===== config.mk =====
export PLATFORM = sky130hd
export DESIGN_NAME = cb_rmw_sequencer
export DESIGN_NICKNAME = d
export VERILOG_FILES = /design/src/rtl/cb_rmw_sequencer.sv
export SDC_FILE = /design/constraint.sdc
export NUM_CORES = 1
export LEC_CHECK = 0
export CORE_MARGIN = 3
export CORE_UTILIZATION = 60
export DETAILED_ROUTE_END_ITERATION = 8
export DONT_BUFFER_PORTS = 1
export MAX_ROUTING_LAYER = met4
export PLACE_DENSITY_LB_ADDON = 0.25
export SKIP_LAST_GASP = 1
export SLEW_MARGIN = 20
export SYNTH_ARGS = -nofsm -noshare
export SYNTH_HDL_FRONTEND = slang
export SYNTH_SLANG_ARGS = --single-unit

===== constraint.sdc =====
create_clock -name clk4_2 -period 2.5 [get_ports clk4_2]
set_clock_uncertainty 0.2 [all_clocks]
set_input_delay 0.5 -clock clk4_2 [delete_from_list [all_inputs] [get_ports clk4_2]]
set_output_delay 0.5 -clock clk4_2 [all_outputs]
set_load 0.01 [all_outputs]

===== src/rtl/cb_rmw_sequencer.sv =====
// CB-prefix read-modify-write sequencer: drives the shared ALU for register or (HL) operands.
// Define SEQ_TIMEOUT_EN to abort memory waits after MEM_TIMEOUT unacked cycles.
module cb_rmw_sequencer #(
    parameter int MEM_TIMEOUT = 15,
    parameter int ADDR_W      = 16
) (
    input  logic              clk4_2,
    input  logic              reset,
    input  logic              cmd_valid,
    output logic              cmd_ready,
    input  logic [4:0]        cmd_op,
    input  logic [2:0]        cmd_bit,
    input  logic              cmd_mem,
    input  logic [2:0]        cmd_reg,
    input  logic [7:0]        reg_rd_data,
    input  logic [ADDR_W-1:0] hl_addr,
    output logic [7:0]        operand_q,
    output logic [4:0]        alu_cntl,
    output logic [2:0]        alu_bit,
    output logic              alu_out_wr,
    input  logic [7:0]        alu_result,
    output logic [ADDR_W-1:0] mem_addr,
    output logic              mem_rd_req,
    input  logic              mem_rd_ack,
    input  logic [7:0]        mem_rd_data,
    output logic              mem_wr_req,
    output logic [7:0]        mem_wr_data,
    input  logic              mem_wr_ack,
    output logic              reg_wr,
    output logic [2:0]        reg_wr_sel,
    output logic [7:0]        reg_wr_data,
    output logic              busy,
    output logic              done,
    output logic              err
);
    localparam logic [4:0] OP_BIT  = 5'b01000;
    localparam logic [4:0] OP_RL   = 5'b01001;
    localparam logic [4:0] OP_SWAP = 5'b01101;
    localparam logic [4:0] OP_RES  = 5'b01111;

    typedef enum logic [2:0] {S_IDLE, S_MEM_RD, S_EXEC, S_WB, S_ERR} state_t;

    state_t              state_q;
    logic [4:0]          op_q;
    logic [2:0]          bit_q;
    logic [2:0]          reg_q;
    logic                mem_q;
    logic [ADDR_W-1:0]   addr_q;
    logic [7:0]          wdata_q;
    logic                wb_first_q;
    logic                rd_req_q;
    logic                wr_req_q;
    logic                alu_wr_q;
    logic                reg_wr_q;
    logic                done_q;
    logic                err_q;

`ifdef SEQ_TIMEOUT_EN
    localparam logic [3:0] WAIT_LAST = 4'(MEM_TIMEOUT - 1);
    logic [3:0]          wait_q;
`else
    if (MEM_TIMEOUT < 1) begin : g_timeout_unused
    end
`endif

    function automatic logic op_supported(input logic [4:0] op);
        return (op == OP_BIT) || (op == OP_RL) || (op == OP_SWAP) || (op == OP_RES);
    endfunction

    always_ff @(posedge clk4_2 or posedge reset) begin
        if (reset) begin
            state_q    <= S_IDLE;
            op_q       <= '0;
            bit_q      <= '0;
            reg_q      <= '0;
            mem_q      <= 1'b0;
            addr_q     <= '0;
            operand_q  <= '0;
            wdata_q    <= '0;
            wb_first_q <= 1'b0;
            rd_req_q   <= 1'b0;
            wr_req_q   <= 1'b0;
            alu_wr_q   <= 1'b0;
            reg_wr_q   <= 1'b0;
            done_q     <= 1'b0;
            err_q      <= 1'b0;
`ifdef SEQ_TIMEOUT_EN
            wait_q     <= '0;
`endif
        end else begin
            alu_wr_q   <= 1'b0;
            reg_wr_q   <= 1'b0;
            done_q     <= 1'b0;
            err_q      <= 1'b0;
            wb_first_q <= 1'b0;
            case (state_q)
                S_IDLE: begin
                    if (cmd_valid) begin
                        op_q   <= cmd_op;
                        bit_q  <= cmd_bit;
                        mem_q  <= cmd_mem;
                        reg_q  <= cmd_reg;
                        addr_q <= hl_addr;
                        if (!cmd_mem) operand_q <= reg_rd_data;
                        if (!op_supported(cmd_op)) begin
                            state_q <= S_ERR;
                            err_q   <= 1'b1;
                        end else if (cmd_mem) begin
                            state_q  <= S_MEM_RD;
                            rd_req_q <= 1'b1;
`ifdef SEQ_TIMEOUT_EN
                            wait_q   <= '0;
`endif
                        end else begin
                            state_q  <= S_EXEC;
                            alu_wr_q <= 1'b1;
                        end
                    end
                end
                S_MEM_RD: begin
                    if (mem_rd_ack) begin
                        operand_q <= mem_rd_data;
                        rd_req_q  <= 1'b0;
                        alu_wr_q  <= 1'b1;
                        state_q   <= S_EXEC;
                    end
`ifdef SEQ_TIMEOUT_EN
                    else if (wait_q == WAIT_LAST) begin
                        rd_req_q <= 1'b0;
                        err_q    <= 1'b1;
                        state_q  <= S_ERR;
                    end else begin
                        wait_q <= wait_q + 4'd1;
                    end
`endif
                end
                S_EXEC: begin
                    // ALU result appears on alu_result during the first WB cycle.
                    state_q    <= S_WB;
                    wb_first_q <= 1'b1;
                    if (op_q == OP_BIT) begin
                        done_q <= 1'b1;
                    end else if (!mem_q) begin
                        reg_wr_q <= 1'b1;
                        done_q   <= 1'b1;
                    end else begin
                        wr_req_q <= 1'b1;
`ifdef SEQ_TIMEOUT_EN
                        wait_q   <= '0;
`endif
                    end
                end
                S_WB: begin
                    if (wb_first_q) wdata_q <= alu_result;
                    if (!wr_req_q) begin
                        state_q <= S_IDLE;
                    end else if (mem_wr_ack) begin
                        wr_req_q <= 1'b0;
                        state_q  <= S_IDLE;
                    end
`ifdef SEQ_TIMEOUT_EN
                    else if (wait_q == WAIT_LAST) begin
                        wr_req_q <= 1'b0;
                        err_q    <= 1'b1;
                        state_q  <= S_ERR;
                    end else begin
                        wait_q <= wait_q + 4'd1;
                    end
`endif
                end
                S_ERR:   state_q <= S_IDLE;
                default: state_q <= S_IDLE;
            endcase
        end
    end

    assign cmd_ready   = (state_q == S_IDLE);
    assign busy        = (state_q != S_IDLE);
    assign alu_cntl    = op_q;
    assign alu_bit     = bit_q;
    assign alu_out_wr  = alu_wr_q;
    assign mem_addr    = addr_q;
    assign mem_rd_req  = rd_req_q;
    assign mem_wr_req  = wr_req_q;
    // Zero-wait writes complete in the capture cycle, so pass alu_result straight through then.
    assign mem_wr_data = !wr_req_q ? 8'h00 : (wb_first_q ? alu_result : wdata_q);
    assign reg_wr      = reg_wr_q;
    assign reg_wr_sel  = reg_q;
    assign reg_wr_data = reg_wr_q ? alu_result : 8'h00;
    assign done        = done_q | (wr_req_q & mem_wr_ack);
    assign err         = err_q;
endmodule


Yosys cells after proc, flatten, opt, wreduce, memory -nomap -nowiden
Cells that the tools add are included.
- bits in registers: 54
- input bits: 57
- output and inout bits: 59
- logic and storage cells: 83
- bitwise logic cells: 2
- multiplexer cells: 38
- reduce and logical (&&, ||, !) cells: 12
- eq/ne operators: 16
- operators with widths (operator ; number):
    8-bit 2-to-1 mux ; 6
    5-bit by 4-bit equality test with 1-bit output (second input constant) ; 5
    1-bit 2-to-1 mux ; 21
    8-bit case mux with 2 select lines ; 1
    3-bit 2-to-1 mux ; 5
    3-bit case mux with 4 select lines ; 1
    2-bit != test (second input constant) ; 5
    3-bit by 2-bit equality test with 1-bit output (second input constant) ; 2
    1-bit case mux with 2 select lines ; 3
    3-bit AND reduction ; 2
    5-bit AND reduction ; 1
    2-bit by 1-bit != test with 1-bit output (second input constant) ; 2
    4-bit AND reduction ; 1
    2-bit nonzero test ; 2
    3-bit by 1-bit equality test with 1-bit output (second input constant) ; 1
    3-bit logical NOT ; 1
    1-bit logical OR ; 3
    3-bit != test (second input constant) ; 1
    3-bit nonzero test ; 1
    2-bit 2-to-1 mux ; 1
    2-bit AND reduction ; 1
    1-bit bitwise AND ; 1
    1-bit OR ; 1

Longest topological paths before layout
- word-level depth: 7
- gate-level depth with buffers: 5
- depth with buffers taken out: 4

Worst setup path before layout
Ideal clock, no wire load.
- path kind: reg-to-reg
- from: register state_q[2]
- to: register operand_q[0]
- stages on the path, launching flop included: 5
- setup time: 125 ps
- clock period less this slack: 1902 ps
- slack: 598 ps
- required time: 2175 ps
- data arrival time: 1577 ps
- path through: dfrtp_1 buf_2 nor3b_2 mux2_2 mux2_2
- word-level cells in the longest chain between the ends: 3
- ends and longest elaborated chain (element ; RTL line ; text):
    start, declared ; 43 ; state_t state_q;
    start signal, assigned ; 72 ; state_q <= S_IDLE;
    start signal, assigned ; 106 ; state_q <= S_ERR;
    start signal, assigned ; 109 ; state_q <= S_MEM_RD;
    3-bit by 1-bit equality test with 1-bit output / 3-bit logical NOT (equally long branches) ; 96 ; case (state_q)
    2-bit != test (no line) / 2-bit nonzero test (equally long branches) ; -- ;
    4-bit AND reduction (no line) ; -- ;
    end signal, assigned ; 104 ; if (!cmd_mem) operand_q <= reg_rd_data;
    end signal, assigned ; 122 ; operand_q <= mem_rd_data;
    end, declared ; 17 ; output logic [7:0] operand_q,
Parallel ways exist; a longest one is shown, timed or not.
A chain may end at the register's enable or synchronous reset.

Worst setup path after layout
- from: register state_q[0]
- to: output port cmd_ready
- word-level cells in the longest chain between the ends: 1
- ends and longest elaborated chain (element ; RTL line ; text):
    3-bit logical NOT ; 177 ; assign cmd_ready = (state_q == S_IDLE);
    end, declared ; 10 ; output logic cmd_ready,
No other way between the ends.

==> out/metrics.yaml <==
cts_repair_resize_count: 0
yosys-top-cells-area: "dfrtp_1 55%, mux2_2 23%, mux2i_1 3.3%"
fin_area_um2: 2640
synth_edf_count: 0
synth_fa_ha_area_share_pct: 0
syn2layout_area_growth_pct: 7.61
htree_levels: 2
yosys.area_share.xor_xnor_pct: 0
p_comb_share_pct: 30.7
start_util_pct: 64.5
arrival_ps: 1480
ys_top_cells_by_count: "54 x dfrtp_1, 51 x mux2_2, 12 x and2_1, 12 x nor2_1, 8 x mux2i_1"
syn_avg_cell_area_um2: 13.4
max_freq_mhz: 458
internal-power_w: 0.00221
yosys.area_share.simple_pct: 9.55
drv_cap: 0
rows: 22
synth_top_family_by_area: "multiplexers"
drive_above_1_share_pct: 35.6
port_buffers: 0
synth_warnings: 0
worst_slew_pin_slew_ps: 562
drt-total-wl_um: 4900
die_h_um: 69.9
final_min_period_over_clock_period_pct: 87.4
die_w_um: 69.9
slew-limit-headroom_pct: 62.5
cts_buffers: 5
met3_usage_pct: 6.76
place_ws_ps: 518
met1_usage_pct: 22.8
wl_per_cell_um: 20.7
endpoint_kind: "output pin"
status: "finished, final reports clean"
syn_area_um2: 2450
drc: 0
start_kind: "flop"
final_cell_count_no_fill: 236
syn_inst: 183
insertedDiodeCount: 0
async_flop_share_pct: 100
cts.path.max_buffers: 2
overflow: 0
setup_viol: 0
p_sw_share_pct: 36.0
cp.required_ps: 1800
viasPerCell: 6.12
maxSlewViolCount: 0
ys_seq_area_share_pct: 55.1
clock-sinks: 54
synth.largest_area_cell: "dfrtp_1"
clkTransAtPathRegs_ps: 100
multi_input_area_um2: 1050
ant_nets: 0
grt-busiest-layer: "met2"
synth_ff_type: "dfrtp_1"
drt_iter0_drc: 56
setup_slack_ps: 316
cts_tree: "yes"
dieArea_um2: 4890
clock-root-buffer: "clkbuf_8"
clockPowerShare_pct: 16.4
syn_nets: 240
synth_cell_types: 33
fillCellCount: 271
grt_antenna_before_repair: 0
grt_pass1_vias: 1658
gp_congestion: 0.775
path_class: "flop to output pin"
ioPinCount: 116
p_sw_w: 0.00124
finalHoldViolCount: 0
synth.top_cell.area_share_pct: 55.1
grt_first_pass_wirelength_um: 8010
cp_max_fo: 12
globalRouteMet2Util_pct: 37.4
min_path_type: "input port to flop"
timing.hold.ws_ps: 78.7
post-dp-hpwl_um: 3830
pwr-share-seq_pct: 52.8
min_period_ps: 2180
synth.area.mux_share_pct: 27.6
grt_setup_unrepaired: "no"
dpl_cell_area_um2: 2510
vias: 1444
grt_max_degree: 32
fin_tns_setup_ps: 0
layout.nets: 244
clock_latency_ps: 300
firstDrtPassIters: 4
leakage_nw: 1.12
grt_usage_pct: 21.1
yosysMostFrequentCell: "dfrtp_1"
synth_seq_cells: 54
coreArea_um2: 3800
register_area_um2: 1350
placedCellCount: 227
powerDensity_nw_per_um2: 1310
vdd_drop_max_uv: 786
synth_compound_area_share_pct: 5.26
repair_timing:
item,CTS,global route
endpoints found under the hold margin,26,0
hold buffers,1,0
buffers inserted,0,0
kinds of logic after synthesis:
family / Yosys count
buffers and inverters: 12
AND/OR/NAND/NOR: 41
AO/OA/AOI/OAI: 15
multiplexers: 61
flip-flops: 54
metrics by stage:
stage	total power, W	util (%)
4_1_cts	0.00349	69.4
3_3_place_gp	0.00281	66.2
2_1_floorplan	0.00265	-
3_5_place_dp	0.00292	66.2
6_report	0.00345	69.4
5_1_grt	0.00367	69.4
worst paths after layout:
| check | startpoint | to | slack, ps | depth (start not counted) |
|---|---|---|---|---|
| worst max register to register | state_q[0]$_DFFE_PP0P_ | operand_q[4]$_DFFE_PP0P_ | 510 | 3 |
| min in group asynchronous | reset | operand_q[3]$_DFFE_PP0P_ | 510 | 2 |
| max in group asynchronous | reset | operand_q[6]$_DFFE_PP0P_ | 1040 | 3 |
| worst min-delay path | cmd_mem | alu_out_wr$_DFF_PP0_ | 80 | 1 |
| worst min register to register | wdata_q[7]$_DFFE_PP0P_ | wdata_q[7]$_DFFE_PP0P_ | 310 | 1 |
| worst max-delay path | state_q[0]$_DFFE_PP0P_ | cmd_ready | 320 | 2 |
critical path, stage by stage (launching register included):
cell,delay (ps)
dfrtp_1,520
or3_1,470
inv_1,190
layout make-up:
class / instances / area share, %
Clock inverter: 3 / 1.71
Clock buffer: 5 / 2.61
Inverter: 5 / 0.712
Timing Repair Buffer: 4 / 1.71
Tap cell: 48 / 2.28
Sequential cell: 54 / 51.2
Multi-Input combinational cell: 117 / 39.8
registers in the layout, summed over array words and instances, names as in the netlist, 3 cells and up:
name and cells:
wdata_q 8, alu_bit 3, reg_wr_sel 3, mem_addr 16, alu_cntl 5, state_q 3, operand_q 8
metal layers:
layer	up-vias	share of wire, %
met3	7	8.7
li1	652	-
met1	712	36
met5	-	0
met4	0	1.3
met2	73	54
layout by cell type, fill, tap and decap left out, types with 2 or more instances in the layout:
| cell | netlist | final |
|---|---|---|
| mux2_2 | 51 | 51 |
| o2111ai_1 | 2 | 2 |
| inv_1 | 4 | 3 |
| nor2_1 | 12 | 12 |
| mux2i_1 | 8 | 8 |
| nand2_1 | 4 | 4 |
| nand2b_1 | 3 | 3 |
| mux2_1 | 2 | 2 |
| buf_4 | 0 | 2 |
| a21o_1 | 2 | 2 |
| nor2b_1 | 2 | 2 |
| dfrtp_1 | 54 | 54 |
| and2_1 | 12 | 12 |
| or3_1 | 2 | 2 |
| clkbuf_8 | 0 | 5 |
| clkinvlp_4 | 0 | 2 |
power groups by stage:
stage | clock network [W] | registers [W] | logic [W]
6_report | 0.000567 | 0.00182 | 0.00106
5_1_grt | 0.000616 | 0.00188 | 0.00116
4_1_cts | 0.000582 | 0.00183 | 0.00107
3_5_place_dp | 0 | 0.00185 | 0.00107
3_3_place_gp | 0 | 0.00181 | 0.00100
2_1_floorplan | 0 | 0.00166 | 0.000991
(Power assumes the default switching activity.)
